<file path="src/rtl/rvx_core_load_sequencer_pkg.sv">
// Shared types and helpers for the load sequencer: state encoding, load size codes
// and the word-span / misalignment predicates.
package rvx_core_load_sequencer_pkg;

    typedef enum logic [2:0] {
        ST_IDLE     = 3'd0,
        ST_ISSUE_LO = 3'd1,
        ST_WAIT_LO  = 3'd2,
        ST_ISSUE_HI = 3'd3,
        ST_WAIT_HI  = 3'd4,
        ST_RESULT   = 3'd5
    } seq_state_e;

    localparam logic [1:0] SIZE_BYTE = 2'b00;
    localparam logic [1:0] SIZE_HALF = 2'b01;
    localparam logic [1:0] SIZE_WORD = 2'b10;

    // size code 2'b11 is treated as a word everywhere
    function automatic logic f_spans(input logic [1:0] off, input logic [1:0] size);
        return ((size == SIZE_HALF) && (off == 2'd3)) || (size[1] && (off != 2'd0));
    endfunction

    function automatic logic f_misaligned(input logic [1:0] off, input logic [1:0] size);
        return ((size == SIZE_HALF) && off[0]) || (size[1] && (off != 2'd0));
    endfunction

endpackage

</file>
<file path="src/rtl/rvx_core_load_sequencer_if.sv">
// Load request / data bus / writeback bundle. The slave modport is the sequencer,
// the master modport is the surrounding core and memory.
interface rvx_core_load_sequencer_if;
    logic        load_request_valid;
    logic        load_request_ready;
    logic [31:0] load_address;
    logic [1:0]  load_size;
    logic        load_unsigned;
    logic        load_flush;
    logic [31:0] mem_address;
    logic        mem_read_request;
    logic        mem_read_ready;
    logic        mem_read_valid;
    logic [31:0] mem_read_data;
    logic        load_result_valid;
    logic [31:0] load_result_data;
    logic        load_misaligned;

    modport slave (
        input  load_request_valid, load_address, load_size, load_unsigned, load_flush,
        input  mem_read_ready, mem_read_valid, mem_read_data,
        output load_request_ready, mem_address, mem_read_request,
        output load_result_valid, load_result_data, load_misaligned
    );

    modport master (
        output load_request_valid, load_address, load_size, load_unsigned, load_flush,
        output mem_read_ready, mem_read_valid, mem_read_data,
        input  load_request_ready, mem_address, mem_read_request,
        input  load_result_valid, load_result_data, load_misaligned
    );
endinterface

</file>
<file path="src/rtl/rvx_core_load_merge.sv">
// Combinational load alignment: shifts {hi,lo} right by the byte offset, then
// truncates and sign/zero-extends to the load size.
module rvx_core_load_merge
    import rvx_core_load_sequencer_pkg::*;
(
    input  logic [31:0] i_lo_word,
    input  logic [31:0] i_hi_word,
    input  logic [1:0]  i_offset,
    input  logic [1:0]  i_size,
    input  logic        i_unsigned,
    output logic [31:0] o_data
);
    logic [63:0] w_cat;
    logic [31:0] w_aligned;

    assign w_cat     = {i_hi_word, i_lo_word};
    assign w_aligned = 32'(w_cat >> {i_offset, 3'b000});

    always_comb begin
        o_data = w_aligned;
        case (i_size)
            SIZE_BYTE: o_data = {{24{~i_unsigned & w_aligned[7]}}, w_aligned[7:0]};
            SIZE_HALF: o_data = {{16{~i_unsigned & w_aligned[15]}}, w_aligned[15:0]};
            default:   o_data = w_aligned;
        endcase
    end
endmodule

</file>
<file path="src/rtl/rvx_core_load_sequencer.sv">
// Load sequencer: one or two aligned bus reads per load, merged into a writeback result.
// RVX_MISALIGNED_LOAD_EN enables the two-read spanning path; otherwise misaligned loads trap.
//   state    | meaning
//   IDLE     | ready for a new load
//   ISSUE_LO | first word read requested
//   WAIT_LO  | waiting for first word data
//   ISSUE_HI | second (next word) read requested
//   WAIT_HI  | waiting for second word data
//   RESULT   | result or misaligned pulse for one cycle
module rvx_core_load_sequencer
    import rvx_core_load_sequencer_pkg::*;
(
    input  logic                    i_clock,
    input  logic                    i_reset_n,
    rvx_core_load_sequencer_if.slave io_bus
);
    seq_state_e  r_state;
    logic [31:0] r_addr;
    logic [1:0]  r_size;
    logic        r_unsigned;
    logic        r_drop;
    logic [31:0] r_lo;
    logic [31:0] r_hi;
    logic        r_mem_req;
    logic [31:0] r_mem_addr;
    logic        r_ready;
    logic        r_result_valid;
    logic [31:0] r_result_data;
    logic        r_misaligned;

    logic [31:0] w_lo_in;
    logic [31:0] w_hi_in;
    logic [31:0] w_merged;
    logic        w_spans;
    logic        w_mis_req;

`ifdef RVX_MISALIGNED_LOAD_EN
    assign w_spans   = f_spans(r_addr[1:0], r_size);
    assign w_mis_req = 1'b0;
`else
    assign w_spans   = 1'b0;
    assign w_mis_req = f_misaligned(io_bus.load_address[1:0], io_bus.load_size);
`endif

    // feed the bus data straight into the merge so the result registers on the data edge
    assign w_lo_in = (r_state == ST_WAIT_LO) ? io_bus.mem_read_data : r_lo;
    assign w_hi_in = (r_state == ST_WAIT_HI) ? io_bus.mem_read_data : r_hi;

    rvx_core_load_merge u_merge (
        .i_lo_word  (w_lo_in),
        .i_hi_word  (w_hi_in),
        .i_offset   (r_addr[1:0]),
        .i_size     (r_size),
        .i_unsigned (r_unsigned),
        .o_data     (w_merged)
    );

    always_ff @(posedge i_clock or negedge i_reset_n) begin
        if (!i_reset_n) begin
            r_state        <= ST_IDLE;
            r_addr         <= '0;
            r_size         <= '0;
            r_unsigned     <= 1'b0;
            r_drop         <= 1'b0;
            r_lo           <= '0;
            r_hi           <= '0;
            r_mem_req      <= 1'b0;
            r_mem_addr     <= '0;
            r_ready        <= 1'b1;
            r_result_valid <= 1'b0;
            r_result_data  <= '0;
            r_misaligned   <= 1'b0;
        end else begin
            r_result_valid <= 1'b0;
            r_misaligned   <= 1'b0;
            case (r_state)
                ST_IDLE: begin
                    if (io_bus.load_request_valid && !io_bus.load_flush) begin
                        r_addr     <= io_bus.load_address;
                        r_size     <= io_bus.load_size;
                        r_unsigned <= io_bus.load_unsigned;
                        r_drop     <= 1'b0;
                        r_hi       <= '0;
                        r_ready    <= 1'b0;
                        if (w_mis_req) begin
                            r_misaligned <= 1'b1;
                            r_state      <= ST_RESULT;
                        end else begin
                            r_mem_req  <= 1'b1;
                            r_mem_addr <= {io_bus.load_address[31:2], 2'b00};
                            r_state    <= ST_ISSUE_LO;
                        end
                    end
                end
                ST_ISSUE_LO, ST_ISSUE_HI: begin
                    if (io_bus.load_flush) begin
                        r_mem_req <= 1'b0;
                        r_ready   <= 1'b1;
                        r_state   <= ST_IDLE;
                    end else if (io_bus.mem_read_ready) begin
                        r_mem_req <= 1'b0;
                        r_state   <= (r_state == ST_ISSUE_LO) ? ST_WAIT_LO : ST_WAIT_HI;
                    end
                end
                ST_WAIT_LO, ST_WAIT_HI: begin
                    if (io_bus.mem_read_valid) begin
                        if (r_drop || io_bus.load_flush) begin
                            r_ready <= 1'b1;
                            r_state <= ST_IDLE;
                        end else if ((r_state == ST_WAIT_LO) && w_spans) begin
                            r_lo       <= io_bus.mem_read_data;
                            r_mem_req  <= 1'b1;
                            r_mem_addr <= {r_addr[31:2] + 30'd1, 2'b00};
                            r_state    <= ST_ISSUE_HI;
                        end else begin
                            r_result_valid <= 1'b1;
                            r_result_data  <= w_merged;
                            r_state        <= ST_RESULT;
                        end
                    end else if (io_bus.load_flush) begin
                        r_drop <= 1'b1;
                    end
                end
                ST_RESULT: begin
                    r_ready <= 1'b1;
                    r_state <= ST_IDLE;
                end
                default: begin
                    r_mem_req <= 1'b0;
                    r_ready   <= 1'b1;
                    r_state   <= ST_IDLE;
                end
            endcase
        end
    end

    // a flush masks the request and result in the same cycle it arrives
    assign io_bus.load_request_ready = r_ready;
    assign io_bus.mem_address        = r_mem_addr;
    assign io_bus.mem_read_request   = r_mem_req & ~io_bus.load_flush;
    assign io_bus.load_result_valid  = r_result_valid & ~io_bus.load_flush;
    assign io_bus.load_result_data   = r_result_data;
    assign io_bus.load_misaligned    = r_misaligned & ~io_bus.load_flush;
endmodule

</file>
<file path="src/flat_wrapper.sv">
// flat-port wrapper written by rule: the top's interface ports become plain ports
module rvx_core_load_sequencer_flat import rvx_core_load_sequencer_pkg::*;
  (i_clock, i_reset_n, io_bus_load_request_valid, io_bus_load_address, io_bus_load_size, io_bus_load_unsigned, io_bus_load_flush, io_bus_mem_read_ready, io_bus_mem_read_valid, io_bus_mem_read_data, io_bus_load_request_ready, io_bus_mem_address, io_bus_mem_read_request, io_bus_load_result_valid, io_bus_load_result_data, io_bus_load_misaligned);
  rvx_core_load_sequencer_if io_bus_i ();
  input  logic i_clock;
  input  logic i_reset_n;
  input wire logic [$bits(io_bus_i.load_request_valid)-1:0] io_bus_load_request_valid;
  input wire logic [$bits(io_bus_i.load_address)-1:0] io_bus_load_address;
  input wire logic [$bits(io_bus_i.load_size)-1:0] io_bus_load_size;
  input wire logic [$bits(io_bus_i.load_unsigned)-1:0] io_bus_load_unsigned;
  input wire logic [$bits(io_bus_i.load_flush)-1:0] io_bus_load_flush;
  input wire logic [$bits(io_bus_i.mem_read_ready)-1:0] io_bus_mem_read_ready;
  input wire logic [$bits(io_bus_i.mem_read_valid)-1:0] io_bus_mem_read_valid;
  input wire logic [$bits(io_bus_i.mem_read_data)-1:0] io_bus_mem_read_data;
  output wire logic [$bits(io_bus_i.load_request_ready)-1:0] io_bus_load_request_ready;
  output wire logic [$bits(io_bus_i.mem_address)-1:0] io_bus_mem_address;
  output wire logic [$bits(io_bus_i.mem_read_request)-1:0] io_bus_mem_read_request;
  output wire logic [$bits(io_bus_i.load_result_valid)-1:0] io_bus_load_result_valid;
  output wire logic [$bits(io_bus_i.load_result_data)-1:0] io_bus_load_result_data;
  output wire logic [$bits(io_bus_i.load_misaligned)-1:0] io_bus_load_misaligned;
  assign io_bus_i.load_request_valid = io_bus_load_request_valid;
  assign io_bus_i.load_address = io_bus_load_address;
  assign io_bus_i.load_size = io_bus_load_size;
  assign io_bus_i.load_unsigned = io_bus_load_unsigned;
  assign io_bus_i.load_flush = io_bus_load_flush;
  assign io_bus_i.mem_read_ready = io_bus_mem_read_ready;
  assign io_bus_i.mem_read_valid = io_bus_mem_read_valid;
  assign io_bus_i.mem_read_data = io_bus_mem_read_data;
  assign io_bus_load_request_ready = io_bus_i.load_request_ready;
  assign io_bus_mem_address = io_bus_i.mem_address;
  assign io_bus_mem_read_request = io_bus_i.mem_read_request;
  assign io_bus_load_result_valid = io_bus_i.load_result_valid;
  assign io_bus_load_result_data = io_bus_i.load_result_data;
  assign io_bus_load_misaligned = io_bus_i.load_misaligned;
  rvx_core_load_sequencer u_core (.i_clock(i_clock), .i_reset_n(i_reset_n), .io_bus(io_bus_i));
endmodule
</file>
<file path="config.mk">
export PLATFORM = sky130hd
export DESIGN_NAME = rvx_core_load_sequencer_flat
export DESIGN_NICKNAME = d
export VERILOG_FILES = /design/src/rtl/rvx_core_load_sequencer_pkg.sv /design/src/rtl/rvx_core_load_sequencer_if.sv /design/src/rtl/rvx_core_load_merge.sv /design/src/rtl/rvx_core_load_sequencer.sv /design/src/flat_wrapper.sv
export SDC_FILE = /design/constraint.sdc
export NUM_CORES = 1
export LEC_CHECK = 0
export CAP_MARGIN = 5
export CELL_PAD_IN_SITES_DETAIL_PLACEMENT = 0
export CELL_PAD_IN_SITES_GLOBAL_PLACEMENT = 1
export CORE_AREA = 4 4 98 124
export DETAILED_ROUTE_END_ITERATION = 16
export DIE_AREA = 0 0 102 128
export PLACE_DENSITY = 0.95
export SKIP_LAST_GASP = 1
export SYNTH_ARGS = -nofsm -noshare
export SYNTH_HDL_FRONTEND = slang
export SYNTH_SLANG_ARGS = --single-unit
export TNS_END_PERCENT = 10
</file>
<file path="constraint.sdc">
create_clock -name i_clock -period 5.91 [get_ports i_clock]
set_input_delay 0.8865 -clock i_clock [delete_from_list [all_inputs] [get_ports i_clock]]
set_output_delay 0.8865 -clock i_clock [all_outputs]
set_load 0.005 [all_outputs]
</file>
==> impl_metrics.env <==
export IMPL_r2r_start="u_core.r_state[2]"
export IMPL_ys_seq_area_share_pct=47.1
export IMPL_yosysUniqueCellTypes=57
export IMPL_h_tree_depth=3
export IMPL_cp_cell_sequence="clkdlybuf4s50_1 > or4_1 > inv_1 > o311ai_0 > o22ai_1 > nor2_1"
export IMPL_stdcell_area_mm2=0.00567
export IMPL_die_area_mm2=0.0131
export IMPL_critPathMaxStageDelay_ps=790
export IMPL_ys_seq_elements=75
export IMPL_muxShareOfSynthArea_pct=17.2
export IMPL_dpl_hpwl_um=8820
export IMPL_powerDensity_mw_per_mm2=486
export IMPL_startpoint="io_bus_load_flush"
export IMPL_grt_pass1_wl_um=18600
export IMPL_clk_pin_slew_ps=60
export IMPL_max_freq_mhz=303
export IMPL_rsz0062_at_grt="false"
export IMPL_worstHoldPathType="reg2reg"
export IMPL_p_switching_uw=942
export IMPL_clock_latency_ps=330
export IMPL_path_buf_inv=2
export IMPL_track_usage_pct=18.4
export IMPL_path_max_fanout=39
export IMPL_floorplan_initialDensity_pct=36.3
export IMPL_fin_crit_sh_pct=55.9
export IMPL_drtIter0Drc=220
export IMPL_post_cts_resized=0
export IMPL_routed_via_density=5.45
export IMPL_cts_sinks=75
export IMPL_cts_buffer_depth=2
export IMPL_antenna_found_initial=0
export IMPL_ir_drop_uv=258
export IMPL_critPathArrivalTime_ps=3490
export IMPL_row_count=43
export IMPL_synth_top_family_by_area="multiplexers"
export IMPL_status="finished, final reports clean"
export IMPL_port_buffers=138
export IMPL_ys_warn_count=0
export IMPL_min_period_ps=3310
export IMPL_ys_flop_type="dfrtp_1"
export IMPL_area_growth_pct=42.2
export IMPL_seqPwrFrac_pct=36.1
export IMPL_mostFrequentLayoutCells="137 x clkdlybuf4s50_1, 74 x dfrtp_1, 58 x nor2_1"
export IMPL_p_comb_share_pct=45.9
export IMPL_synth_cells=380
export IMPL_worst_slew_pin_transition_ps=1040
export IMPL_placed_area_mm2=0.00540
export IMPL_synthSimpleGateAreaFrac_pct=13.9
export IMPL_whs_ps=499
export IMPL_drive_gt1_share_pct=14.7
export IMPL_min_delay_start="u_core.io_bus.load_result_data[7]"
export IMPL_critPathKind="in2reg"
export IMPL_cp_required_ps=6090
export IMPL_synthAdderAreaFrac_pct=0
export IMPL_cts_inserted_buffers=9
export IMPL_path_delay_family="buffers and inverters"
export IMPL_setup_viol=0
export IMPL_wl_per_cell_um=18.3
export IMPL_firstDrtPassIters=5
export IMPL_cts_root_buf="clkbuf_16"
export IMPL_grt_overflow=0
export IMPL_tns_ps=0
export IMPL_finalClockSkew_ps=6.20
export IMPL_cts_setup_buffers=0
export IMPL_drt_total_wl_um=11700
export IMPL_synth_area_mm2=0.00399
export IMPL_fp_dieH_um=128
export IMPL_gp_congestion=0.842
export IMPL_mostFrequentLayoutCell="clkdlybuf4s50_1"
export IMPL_ios=141
export IMPL_grt_pass1_vias=3634
export IMPL_hold_viol=0
export IMPL_crit_path_end_kind="flip-flop"
export IMPL_via_count=3485
export IMPL_final_util_pct=51.7
export IMPL_nets=573
export IMPL_die_w_um=102
export IMPL_core_area_mm2=0.0110
export IMPL_drcViolationCount=0
export IMPL_synth_edf_count=0
export IMPL_intPower_mw=1.81
export IMPL_static_leakage_power_nw=2.27
export IMPL_async_flop_share_pct=100
export IMPL_synth_xor_area_share_pct=0.220
export IMPL_pre_cts_slack_ps=2300
export IMPL_pwr_share_clk_pct=18.0
export IMPL_postRouteAntennaNets=0
export IMPL_slew_viol_final=0
export IMPL_slew_headroom_pct=30.7
export IMPL_hold_buffers=0
export IMPL_startpoint_type="input pin"
export IMPL_synth_compound_area_share_pct=17.1
export IMPL_n_antenna_cell=0
export IMPL_syn_area_per_cell_um2=10.5
export IMPL_cts_tree="done"
export IMPL_drv_cap=0
export IMPL_swShare_pct=34.2
export IMPL_fin_ws_ps=2600
export IMPL_cp_slowest_cell="inv_1"
export IMPL_grt_max_degree=76
## stage by stage
stage	power (mW)	std cells
floorplan	1.60	381
global placement	2.23	624
detailed placement	2.28	624
CTS	2.79	639
global route	2.96	639
finish	2.76	639
## cell usage after synthesis (all sizes together), types with 3 or more instances
cell	n	area (um^2)
a21boi	6	45.0
a21oi	30	173
a22oi	13	97.6
a311oi	7	61.3
buf	22	120
clkbuf	11	41.3
dfrtp	74	1850
inv	4	15.0
mux2	42	473
mux2i	19	190
nand2	3	11.3
nand2b	5	38.8
nor2	58	218
nor2b	4	25.0
nor3	11	66.3
nor3b	3	27.5
o2111ai	7	61.3
o21ai	13	65.1
o22a	4	35.0
or3	7	43.8
## state kept, by name (all words and copies together) (netlist names)
register                          count
u_core.io_bus.load_request_ready      1
u_core.io_bus.load_result_data       32
u_core.io_bus.mem_address            30
u_core.r_addr                         2
u_core.r_drop                         1
u_core.r_mem_req                      1
u_core.r_misaligned                   1
u_core.r_result_valid                 1
u_core.r_size                         2
u_core.r_state                        3
u_core.r_unsigned                     1
## final timing paths
kind | end | slack [ps] | depth (start not counted)
worst max-delay path | u_core.io_bus.load_result_data[31] | 2600 | 6
worst max register to register | u_core.io_bus.load_result_data[31] | 2970 | 6
max in group asynchronous | u_core.io_bus.load_result_data[26] | 4600 | 1
worst min register to register | u_core.io_bus.load_result_data[7] | 500 | 1
worst min-delay path | u_core.io_bus.load_result_data[7] | 500 | 1
min in group asynchronous | u_core.io_bus.load_result_data[27] | 670 | 1
## cell type report
class | count | area [um^2]
fill | 1013 | 5310
multi-input combinational | 269 | 1940
sequential | 75 | 1880
timing repair buffer | 141 | 1400
clock buffer | 11 | 243
tap | 135 | 169
clock inverter | 4 | 27.5
inverter | 4 | 15.0
## routing by layer
metal / vias to the layer above / GRT usage, % / share of wire (%)
li1: 1622 / - / -
met1: 1667 / 21.5 / 38
met2: 175 / 30.3 / 48
met3: 21 / 6.80 / 11
met4: 0 / 7.18 / 2.9
met5: - / 0 / 0
## power by group through the flow
stage	Sequential (mW)	Combinational (mW)	Clock (mW)
3_3_place_gp	0.989	1.24	0
6_report	0.996	1.26	0.496
5_1_grt	1.04	1.38	0.532
2_1_floorplan	0.929	0.672	0
4_1_cts	0.998	1.28	0.508
3_5_place_dp	1.01	1.27	0
## cell families after synthesis
family,Yosys count
flip-flops,75
AND/OR/NAND/NOR,106
AO/OA/AOI/OAI,98
multiplexers,62
buffers and inverters,37
other,1
XOR/XNOR,1
(Power assumes the default switching activity.)
